$ cat config.mk
export PLATFORM = sky130hd
export DESIGN_NAME = ymdu
export DESIGN_NICKNAME = d
export VERILOG_FILES = /design/src/rtl/ymdu.sv
export SDC_FILE = /design/constraint.sdc
export NUM_CORES = 1
export LEC_CHECK = 0
export CAP_MARGIN = 20
export CORE_ASPECT_RATIO = 0.9
export CORE_MARGIN = 5
export CORE_UTILIZATION = 50
export DETAILED_ROUTE_END_ITERATION = 8
export HOLD_SLACK_MARGIN = 0.12
export PLACE_DENSITY = 0.72
export SLEW_MARGIN = 20
export SYNTH_ARGS = -nofsm -noshare
export SYNTH_HDL_FRONTEND = slang
export SYNTH_SLANG_ARGS = --single-unit
$ cat constraint.sdc
create_clock -name clk -period 7.75 [get_ports clk]
set_clock_uncertainty 0.15 [all_clocks]
set_input_delay 1.9375 -clock clk [delete_from_list [all_inputs] [get_ports clk]]
set_output_delay 1.9375 -clock clk [all_outputs]
set_load 0.02 [all_outputs]
$ cat src/rtl/ymdu.sv
// Iterative multiply/divide unit owning the HI/LO pair (mult/multu/div/divu, mthi/mtlo).
// Divider hardware is built only when YMDU_DIV_EN is defined.
module ymdu #(
    parameter int unsigned WIDTH = 32
) (
    input  logic             clk,
    input  logic             reset,
    input  logic             start,
    input  logic [1:0]       op,
    input  logic [WIDTH-1:0] a,
    input  logic [WIDTH-1:0] b,
    input  logic             wr_hi,
    input  logic             wr_lo,
    input  logic [WIDTH-1:0] wd,
    output logic             busy,
    output logic             done,
    output logic             dz,
    output logic [WIDTH-1:0] hi,
    output logic [WIDTH-1:0] lo
);

    localparam int unsigned CW = $clog2(WIDTH) + 1;
    localparam int unsigned AW = 2 * WIDTH;

    typedef enum logic [1:0] {S_IDLE, S_BUSY, S_DONE} state_t;

    state_t           state_q, state_d;
    logic [CW-1:0]    cnt_q, cnt_d;
    logic [AW-1:0]    acc_q, acc_d;
    logic [WIDTH-1:0] mc_q, mc_d;
    logic             is_div_q, is_div_d;
    logic             neg_res_q, neg_res_d;
    logic [WIDTH-1:0] hi_q, hi_d;
    logic [WIDTH-1:0] lo_q, lo_d;
    logic             dz_q, dz_d;
    logic             busy_q, busy_d;
    logic             done_q, done_d;

    logic             sgn;
    logic [WIDTH-1:0] mag_a, mag_b;
    logic [WIDTH:0]   mul_sum;
    logic [AW-1:0]    mul_next;
    logic [AW-1:0]    step;
    logic [AW-1:0]    prod_fix;

`ifdef YMDU_DIV_EN
    logic             neg_a_q, neg_a_d;
    logic             bzero_q, bzero_d;
    logic [WIDTH:0]   div_shift;
    logic [WIDTH-1:0] div_diff;
    logic             div_ge;
    logic [AW-1:0]    div_next;
    logic [WIDTH-1:0] quo_fix, rem_fix;
`endif

    always_comb begin
        sgn   = ~op[0];
        mag_a = (sgn && a[WIDTH-1]) ? -a : a;
        mag_b = (sgn && b[WIDTH-1]) ? -b : b;

        // Shift-add: acc = {partial product, remaining multiplier bits}
        mul_sum  = {1'b0, acc_q[AW-1:WIDTH]} + (acc_q[0] ? {1'b0, mc_q} : '0);
        mul_next = {mul_sum, acc_q[WIDTH-1:1]};
        step     = mul_next;
`ifdef YMDU_DIV_EN
        // Restoring divide: acc = {remainder, dividend bits shifting into quotient}
        div_shift = {acc_q[AW-1:WIDTH], acc_q[WIDTH-1]};
        div_ge    = (div_shift >= {1'b0, mc_q});
        div_diff  = div_shift[WIDTH-1:0] - mc_q;
        div_next  = {(div_ge ? div_diff : div_shift[WIDTH-1:0]), acc_q[WIDTH-2:0], div_ge};
        if (is_div_q) step = div_next;
        quo_fix   = neg_res_q ? -step[WIDTH-1:0] : step[WIDTH-1:0];
        rem_fix   = neg_a_q ? -step[AW-1:WIDTH] : step[AW-1:WIDTH];
`endif
        prod_fix = neg_res_q ? -step : step;
    end

    always_comb begin
        state_d   = state_q;
        cnt_d     = cnt_q;
        acc_d     = acc_q;
        mc_d      = mc_q;
        is_div_d  = is_div_q;
        neg_res_d = neg_res_q;
        hi_d      = hi_q;
        lo_d      = lo_q;
        dz_d      = dz_q;
`ifdef YMDU_DIV_EN
        neg_a_d   = neg_a_q;
        bzero_d   = bzero_q;
`endif
        case (state_q)
            S_IDLE: begin
                if (start) begin
                    state_d   = S_BUSY;
                    cnt_d     = '0;
                    is_div_d  = op[1];
                    neg_res_d = sgn & (a[WIDTH-1] ^ b[WIDTH-1]);
                    if (op[1]) begin
                        acc_d = {{WIDTH{1'b0}}, mag_a};
                        mc_d  = mag_b;
                    end else begin
                        acc_d = {{WIDTH{1'b0}}, mag_b};
                        mc_d  = mag_a;
                    end
`ifdef YMDU_DIV_EN
                    neg_a_d = sgn & a[WIDTH-1];
                    bzero_d = (b == '0);
`endif
                end else begin
                    if (wr_hi) hi_d = wd;
                    if (wr_lo) lo_d = wd;
                end
            end
            S_BUSY: begin
                acc_d = step;
                cnt_d = cnt_q + CW'(1);
                if (cnt_q == CW'(WIDTH - 1)) begin
                    state_d = S_DONE;
                    if (!is_div_q) begin
                        hi_d = prod_fix[AW-1:WIDTH];
                        lo_d = prod_fix[WIDTH-1:0];
                    end
`ifdef YMDU_DIV_EN
                    else begin
                        // Zero divisor: remainder path already yields a; quotient forced to ones
                        hi_d = rem_fix;
                        lo_d = bzero_q ? '1 : quo_fix;
                        dz_d = bzero_q;
                    end
`endif
                end
            end
            S_DONE:  state_d = S_IDLE;
            default: state_d = S_IDLE;
        endcase
        busy_d = (state_d != S_IDLE);
        done_d = (state_d == S_DONE);
    end

    always_ff @(posedge clk) begin
        if (reset) begin
            state_q   <= S_IDLE;
            cnt_q     <= '0;
            acc_q     <= '0;
            mc_q      <= '0;
            is_div_q  <= 1'b0;
            neg_res_q <= 1'b0;
            hi_q      <= '0;
            lo_q      <= '0;
            dz_q      <= 1'b0;
            busy_q    <= 1'b0;
            done_q    <= 1'b0;
`ifdef YMDU_DIV_EN
            neg_a_q   <= 1'b0;
            bzero_q   <= 1'b0;
`endif
        end else begin
            state_q   <= state_d;
            cnt_q     <= cnt_d;
            acc_q     <= acc_d;
            mc_q      <= mc_d;
            is_div_q  <= is_div_d;
            neg_res_q <= neg_res_d;
            hi_q      <= hi_d;
            lo_q      <= lo_d;
            dz_q      <= dz_d;
            busy_q    <= busy_d;
            done_q    <= done_d;
`ifdef YMDU_DIV_EN
            neg_a_q   <= neg_a_d;
            bzero_q   <= bzero_d;
`endif
        end
    end

    assign busy = busy_q;
    assign done = done_q;
    assign dz   = dz_q;
    assign hi   = hi_q;
    assign lo   = lo_q;

endmodule

# ---- Word level (Yosys, flattened, before mapping)
# Cells that the tools add are included.
dict set report classes {
  addsub 5
  eq_ne 9
  mux 23
  bitwise 3
  n_reduce_logical 9
}
# op count
set op_table {}
lappend op_table {{32-bit 2-to-1 mux} 13}
lappend op_table {{64-bit 2-to-1 mux} 2}
lappend op_table {{32-bit one-hot mux with 2 select lines} 2}
lappend op_table {{64-bit one-hot mux with 2 select lines} 1}
lappend op_table {{32-bit negation} 2}
lappend op_table {{64-bit negation} 1}
lappend op_table {{32-bit by 32-bit adder with 33-bit output} 1}
lappend op_table {{2-bit inequality test (second input constant)} 6}
lappend op_table {{6-bit one-hot mux with 2 select lines} 1}
lappend op_table {{5-bit AND reduction} 2}
lappend op_table {{6-bit by 1-bit adder with 6-bit output (second input constant)} 1}
lappend op_table {{6-bit by 5-bit == test with 1-bit output (second input constant)} 1}
lappend op_table {{6-bit 2-to-1 mux} 1}
lappend op_table {{2-bit 2-to-1 mux} 2}
lappend op_table {{2-bit one-hot mux with 2 select lines} 1}
lappend op_table {{2-bit AND reduction} 2}
lappend op_table {{2-bit nonzero test} 2}
lappend op_table {{2-bit by 1-bit == test with 1-bit output (second input constant)} 1}
lappend op_table {{2-bit == test (second input constant)} 1}
lappend op_table {{1-bit logical AND} 2}
lappend op_table {{2-bit zero test} 1}
lappend op_table {{1-bit AND} 1}
lappend op_table {{1-bit NOT} 1}
lappend op_table {{1-bit XOR} 1}
dict set report word_totals {
  reg_bits 172
  word_cells 59
}

# ---- Longest topological paths before layout
dict set report depth {
  depth_word 7
  ltp_mapped 16
  ltp_nobuf 13
}

# ---- Worst setup path after synthesis
# Ideal clock, no wire load.
dict set report synth_timing {
  path_type {input port to flip-flop}
  from {input port a[5]}
  to {register acc_q[25]}
  arrival_ns 4.429
  setup_slack_ns 3.043
  cell_stages 10
  cell_sequence {or4_1 or4_1 nand2b_1 nor4_1 a21oi_1 xor2_1 nand2_1 o21ai_0 a222oi_1 nor2_1}
}
dict set report synth_via {
  elab_chain_cells 5
}
# item line_no
set synth_lines {}
lappend synth_lines {{start, declared} 10} ;# input logic [WIDTH-1:0] a,
lappend synth_lines {{32-bit negation} 58} ;# mag_a = (sgn && a[WIDTH-1]) ? -a : a;
lappend synth_lines {{32-bit 2-to-1 mux} 58}
lappend synth_lines {{32-bit 2-to-1 mux} 99} ;# if (op[1]) begin
lappend synth_lines {{64-bit 2-to-1 mux} 94} ;# if (start) begin
lappend synth_lines {{64-bit one-hot mux with 2 select lines} 92} ;# case (state_q)
lappend synth_lines {{end signal, assigned} 145} ;# acc_q <= '0;
lappend synth_lines {{end signal, assigned} 161} ;# acc_q <= acc_d;
lappend synth_lines {{end, declared} 29} ;# logic [AW-1:0] acc_q, acc_d;
# No other way between the ends. The select of a mux whose other input is x is not followed.
# A chain may end at the register's enable or synchronous reset.

# ---- Worst setup path after layout
dict set report layout_timing {
  from {input port a[3]}
  to {register acc_q[29]}
}
# The elaborated chain is that of the path after synthesis.

==> impl_results.md <==
* Clk slew on worst S/H paths at 0.08 ns
* Chip height at 157 um
* CP delay by family, top: simple AND/OR/NAND/NOR gates
* Commonest non-fill, non-tap cell in the layout: nor2_1
* Die area at 27100 sq um
* Critical path's largest stage delay at 0.73 ns
* Vias/cell at 6.27
* Clock sink total at 172
* Slew Limit Headroom at 23.4%
* Layout area overhead at 19.2%
* Unrepaired setup endpoints after global routing: false
* DP Wirelength at 32200 um
* Placed cells at 1958
* Vias in the first global route at 11300
* Buf+Inv Stages, Crit Path at 1
* Post-synth cell types at 80
* Area occupied by multi-input gates at 8020 sq um
* Pint at 0.00157 W
* Sequential power share at 41.5%
* Worst-path fanout max at 6
* Clk root buf: clkbuf_16
* Sequential area share after synthesis at 28.8%
* Setup violators final at 0
* Post-synth EDFFs at 0
* Crit path kind: in -> reg
* Post-CTS Hold Fix Bufs at 0
* Post-synth top area cell: dfxtp_1
* Worst path cell trace: clkdlybuf4s50_1 > or4_1 > or4_1 > nand2b_1 > nor4_1 > a21oi_1 > xor2_1 > nand2_1 > o21ai_0 > a222oi_1 > nor2_1
* Resize count post-CTS at 0
* Mean post-synth cell area at 7.52 sq um
* CP Data Required Time at 7.90 ns
* Ys async rst share at 0%
* Post-DR wirelength/cell at 21.0 um
* Synth Net Count at 1728
* Post-route setup TNS at 0 ns
* Core area at 23500 sq um
* Initial antenna violation count at 0
* Final Max Slew Viols at 0
* Mapped Area at 11900 sq um
* Final Hold Violating Endpoints at 0
* Pleak at 5.27 nW
* Row cnt at 53
* Power share of the combinational group at 22.4%
* Nature of the critical path startpoint: input port
* Global route overflow at 0
* Initial DRC Count at 1447
* Fill cell count at 2243
* Most frequent cells in the layout: nor2_1, dfxtp_1, clkdlybuf4s50_1
* Final #Nets at 1815
* Max_cap viols at 0
* Yosys top cell area share at 28.8%
* Yosys reg bits at 172
* DRT Pass-1 Iters at 5
* CTS tree: built
* H-tree depth at 4
* Register Area at 3440 sq um
* M2 GR Usage at 43.9%
* CP max-delay cell: nor4_1
* Total GRT Usage at 29.8%
* Global-route wire length before repair at 64500 um
* Synth top area cells: dfxtp_1, nor2_1, xor2_1
* Non-filler cells, final at 1990
* Initial Utilization at 50.9%
* CTS Buf Count at 17
* Worst VDD drop at 0.147 mV
* Yosys warnings at 0
* Sw Share at 33.7%
* Vias at 12500
* Critical Path AT at 5.51 ns
* Final core occ at 60.6%
* Synth Instances at 1588
* Critical path's most frequent cell: or4_1
* Min-delay worst type: reg -> reg
* IO Port Bufs at 168
* GR Util met1 at 43.0%
* P_sw at 0.000797 W
* DRC at 0
* Routed Antenna Nets at 0
* Routed WL at 41800 um
* Post-CTS setup buffer count at 0
* Met3 Usage GRT at 5.80%
* Die width at 173 um
* GPL Wtd Cong at 0.942
* Most Crowded Layer GR: met2
* Crit path capture type: flip-flop
* Clock Latency Late Sink at 0.44 ns
* Largest net degree at the start of global routing at 91
* Min cycle time layout at 5.36 ns
* Post-synth top flop: dfxtp_1
* Clk buf depth at 2
* Tightest Pin Transition at 1.15 ns
* ANT cells at 0
* Clk pwr share at 36.2%
* PD cells at 166 nW/um^2
* Share of layout cells above drive strength 1 at 4.27%
* Status: finished clean
* # IOs at 170
* Final period utilization at 69.2%
* Max Freq at 187 MHz
==> Yosys cell counts (5+ instances only) <==
cell	count
a222oi_1	23
or3_1	14
and3_1	11
xor2_1	89
o211ai_1	31
a22oi_1	22
o41ai_1	16
a22o_1	17
nor4_1	15
o21a_1	7
a211oi_1	61
nand3_1	28
o21ai_0	86
nor3_1	29
or2_2	9
xnor2_1	46
and2_1	41
nor2b_1	6
dfxtp_1	172
nand4_1	10
o31ai_1	24
clkbuf_1	93
nor2_1	233
nor3b_1	5
inv_1	14
a21o_1	8
mux2i_1	24
nand2b_1	8
a31oi_1	12
ha_1	36
nand2_1	145
a21oi_1	153
buf_1	14
or4_1	15
==> layout make-up <==
class / instances / area share [%]
Clock inverter: 15 / 1.06
Inverter: 15 / 0.396
Multi-Input combinational cell: 1290 / 56.4
Sequential cell: 172 / 24.2
Tap cell: 302 / 2.66
Clock buffer: 17 / 2.99
Timing Repair Buffer: 179 / 12.3
==> metal layers <==
metal  share of wire (%)  wire length [um]
met1                  46             19300
met2                  41             17000
met3                 9.5              3950
met4                 3.7              1560
met5                   0                 0
==> sequential cells by signal, indices dropped and copies added, names as in the netlist <==
signal / cells
acc_q: 64
hi: 32
mc_q: 32
lo: 32
neg_res_q: 1
state_q: 2
done: 1
is_div_q: 1
cnt_q: 6
busy: 1
==> cells by family after synthesis <==
group | after synthesis | share of synthesized area [%]
simple gates | 584 | 22.7
other cells | 1 | 0.0314
mux | 26 | 2.20
compound gates | 506 | 28.2
fa+ha+maj | 37 | 3.94
flops | 172 | 28.8
buf+inv | 126 | 4.08
xor+xnor | 136 | 10.0
==> power by group through the flow <==
stage          registers [W]  clock network [W]  logic [W]
2_1_floorplan        0.00100                  0   0.000301
3_3_place_gp        0.000998                  0   0.000514
3_5_place_dp        0.000999                  0   0.000519
4_1_cts             0.000979           0.000858   0.000521
5_1_grt             0.000985           0.000899   0.000571
6_report            0.000980           0.000854   0.000528
==> final timing paths <==
path                                   to     start  slack [ns]  depth (start not counted)
worst max-delay path            acc_q[29]      a[3]        2.39                         11
worst min register to register    mc_q[4]   mc_q[4]        0.30                          2
worst max register to register     hi[19]  acc_q[0]        2.41                         12
worst min-delay path              mc_q[4]   mc_q[4]        0.30                          2
==> worst register-to-register path, cell delays in order (launching register included) <==
cell and delay (ns):
dfxtp_1 0.92, and2_1 0.37, ha_1 0.42, o211ai_1 0.20, o21ai_1 0.28, a21oi_1 0.13
xnor2_1 0.30, or4_1 0.67, or4_4 0.59, or3_1 0.48, and4_1 0.27, a221o_1 0.28
a22o_1 0.18
==> per-stage QoR <==
step	cell area, sq um	power [W]	worst slack (ns)	hold WS [ns]
3_5_place_dp	13700	0.00152	2.00	0.293
6_report	14200	0.00236	2.39	0.302
3_3_place_gp	13700	0.00151	2.04	0.286
5_1_grt	14200	0.00245	2.16	0.324
4_1_cts	14200	0.00236	2.46	0.305
2_1_floorplan	11900	0.00130	3.04	0.277
Note: power is estimated with default switching activity, not from simulation.
==> variant: new RTL, same flow settings <==
Take the reset off `mc_q`, `hi_q` and `lo_q` and load them in a clocked block of their own.
--- a/src/rtl/ymdu.sv
+++ b/src/rtl/ymdu.sv
@@ -143,11 +143,8 @@
             state_q   <= S_IDLE;
             cnt_q     <= '0;
             acc_q     <= '0;
-            mc_q      <= '0;
             is_div_q  <= 1'b0;
             neg_res_q <= 1'b0;
-            hi_q      <= '0;
-            lo_q      <= '0;
             dz_q      <= 1'b0;
             busy_q    <= 1'b0;
             done_q    <= 1'b0;
@@ -159,11 +156,8 @@
             state_q   <= state_d;
             cnt_q     <= cnt_d;
             acc_q     <= acc_d;
-            mc_q      <= mc_d;
             is_div_q  <= is_div_d;
             neg_res_q <= neg_res_d;
-            hi_q      <= hi_d;
-            lo_q      <= lo_d;
             dz_q      <= dz_d;
             busy_q    <= busy_d;
             done_q    <= done_d;
@@ -174,6 +168,12 @@
         end
     end
 
+    always_ff @(posedge clk) begin
+        mc_q <= mc_d;
+        hi_q <= hi_d;
+        lo_q <= lo_d;
+    end
+
     assign busy = busy_q;
     assign done = done_q;
     assign dz   = dz_q;
Check against the original RTL: not equivalent (Yosys sat finds a counterexample within 4 cycles, from zero or initial values and one cycle with reset high).
==> variant against the unedited design <==
- design area increased by 1.9%
- setup slack better by 130 ps
- sequential cell count unchanged
- wire length decreased by 15%
- power rose by 5.1%
- area after synthesis rose by 0.90%
- first-iteration DRC count is 7.5% lower
- critical path depth unchanged
- critical path type is now reg2reg
- largest power group unchanged
- highest routed layer unchanged
==> variant: results (changes against the unedited design) <==
\begin{tabular}{lr}
\hline
Metric & Value \\
\hline
\multicolumn{2}{l}{\textbf{Final layout}} \\
Layout filler cell count & 2059 (was 2243) \\
Layout cell share with drive strength beyond 1 & 4.97\% (was 4.27\%) \\
\multicolumn{2}{l}{\textbf{Placement}} \\
Placed instance count & 1817 (was 1958) \\
\multicolumn{2}{l}{\textbf{Worst setup path}} \\
Worst-path cell with the longest stage delay & sky130\_fd\_sc\_hd\_\_dfxtp\_1 (was sky130\_fd\_sc\_hd\_\_nor4\_1) \\
Crit path max fanout & 33 (was 6) \\
Worst path max stage delay & 890 ps (was 730 ps) \\
Arrival time worst endpoint & 5260 ps (was 5510 ps) \\
\multicolumn{2}{l}{\textbf{Synthesis}} \\
Post-synth top flop & sky130\_fd\_sc\_hd\_\_edfxtp\_1 (was sky130\_fd\_sc\_hd\_\_dfxtp\_1) \\
Area share of xor/xnor cells in the synthesized design & 9.30\% (was 10.0\%) \\
Unique masters post-synth & 81 (was 80) \\
Cells after synthesis & 1432 (was 1588) \\
Multiplexer share of the synthesized area & 1.29\% (was 2.20\%) \\
Post-synthesis share of cell area spent on full adders, half adders and majority gates & 3.90\% (was 3.94\%) \\
\multicolumn{2}{l}{\textbf{GRT}} \\
First-pass GRT wire length & 56.0 mm (was 64.5 mm) \\
Number of global-route vias before repair & 10300 (was 11300) \\
Grt met2 use & 36.4\% (was 43.9\%) \\
Met3 Resource Use GR & 5.00\% (was 5.80\%) \\
Met1 usage in global routing & 39.3\% (was 43.0\%) \\
\multicolumn{2}{l}{\textbf{Routing}} \\
DRT iter0 DRCs & 1339 (was 1447) \\
Wire length reported by the detailed router & 35.6 mm (was 41.8 mm) \\
Length of the first detailed-routing pass in iterations & 8 (was 5) \\
Routed metal-1 wire length & 17.4 mm (was 19.3 mm) \\
Met3 layer wire length in the routed design & 3.22 mm (was 3.95 mm) \\
\multicolumn{2}{l}{\textbf{Power and ir drop}} \\
Leak Pwr & 5.25 nW (was 5.27 nW) \\
Design internal power & 1.69 mW (was 1.57 mW) \\
Worst VDD drop & 0.144 mV (was 0.147 mV) \\
\multicolumn{2}{l}{\textbf{Status}} \\
Result of the run & completed (unchanged) \\
\hline
\end{tabular}
-- variant: power by group through the flow --
stage / clock network, mW / logic (mW) / registers [mW]
finish: 0.871 / 0.546 / 1.07
global placement: 0 / 0.524 / 1.08
CTS: 0.877 / 0.534 / 1.07
floorplan: 0 / 0.313 / 1.10
global route: 0.920 / 0.592 / 1.07
detailed placement: 0 / 0.531 / 1.09
-- variant: stage by stage --
| stage | util, % | cell area [um2] | total power [mW] | hold slack [ps] | worst slack, ps |
|---|---|---|---|---|---|
| CTS | 61.3 | 14400 | 2.48 | 309 | 2620 |
| finish | 61.6 | 14500 | 2.48 | 308 | 2520 |
| global placement | 58.7 | 13800 | 1.61 | 294 | 2470 |
| global route | 61.6 | 14500 | 2.58 | 341 | 2190 |
| floorplan | - | 12000 | 1.41 | 282 | 3390 |
| detailed placement | 58.7 | 13800 | 1.62 | 296 | 2340 |
-- variant: worst paths after layout --
path / from / to / slack, ps / cells past startpoint
min reg2reg: is_div_q / is_div_q / 310 / 2
min: is_div_q / is_div_q / 310 / 2
max: acc_q[0] / hi[26] / 2520 / 11
max reg2reg: acc_q[0] / hi[26] / 2520 / 11
-- variant: area by class of cell --
| cell class | count | area [um2] | area share (%) |
|---|---|---|---|
| Sequential cell | 172 | 4410 | 30.4 |
| Timing Repair Buffer | 178 | 1790 | 12.3 |
| Inverter | 20 | 76.3 | 0.527 |
| Clock buffer | 18 | 439 | 3.03 |
| Multi-Input combinational cell | 1147 | 7240 | 49.9 |
| Clock inverter | 14 | 170 | 1.17 |
| Tap cell | 302 | 378 | 2.61 |
-- variant: cell families after synthesis --
group | count (synthesis)
adders and majority gates | 37
other | 1
DFF | 172
and+or+nand+nor | 526
buffers and inverters | 113
muxes | 15
AOI/OAI and AO/OA | 440
xor gates and xnor gates | 128
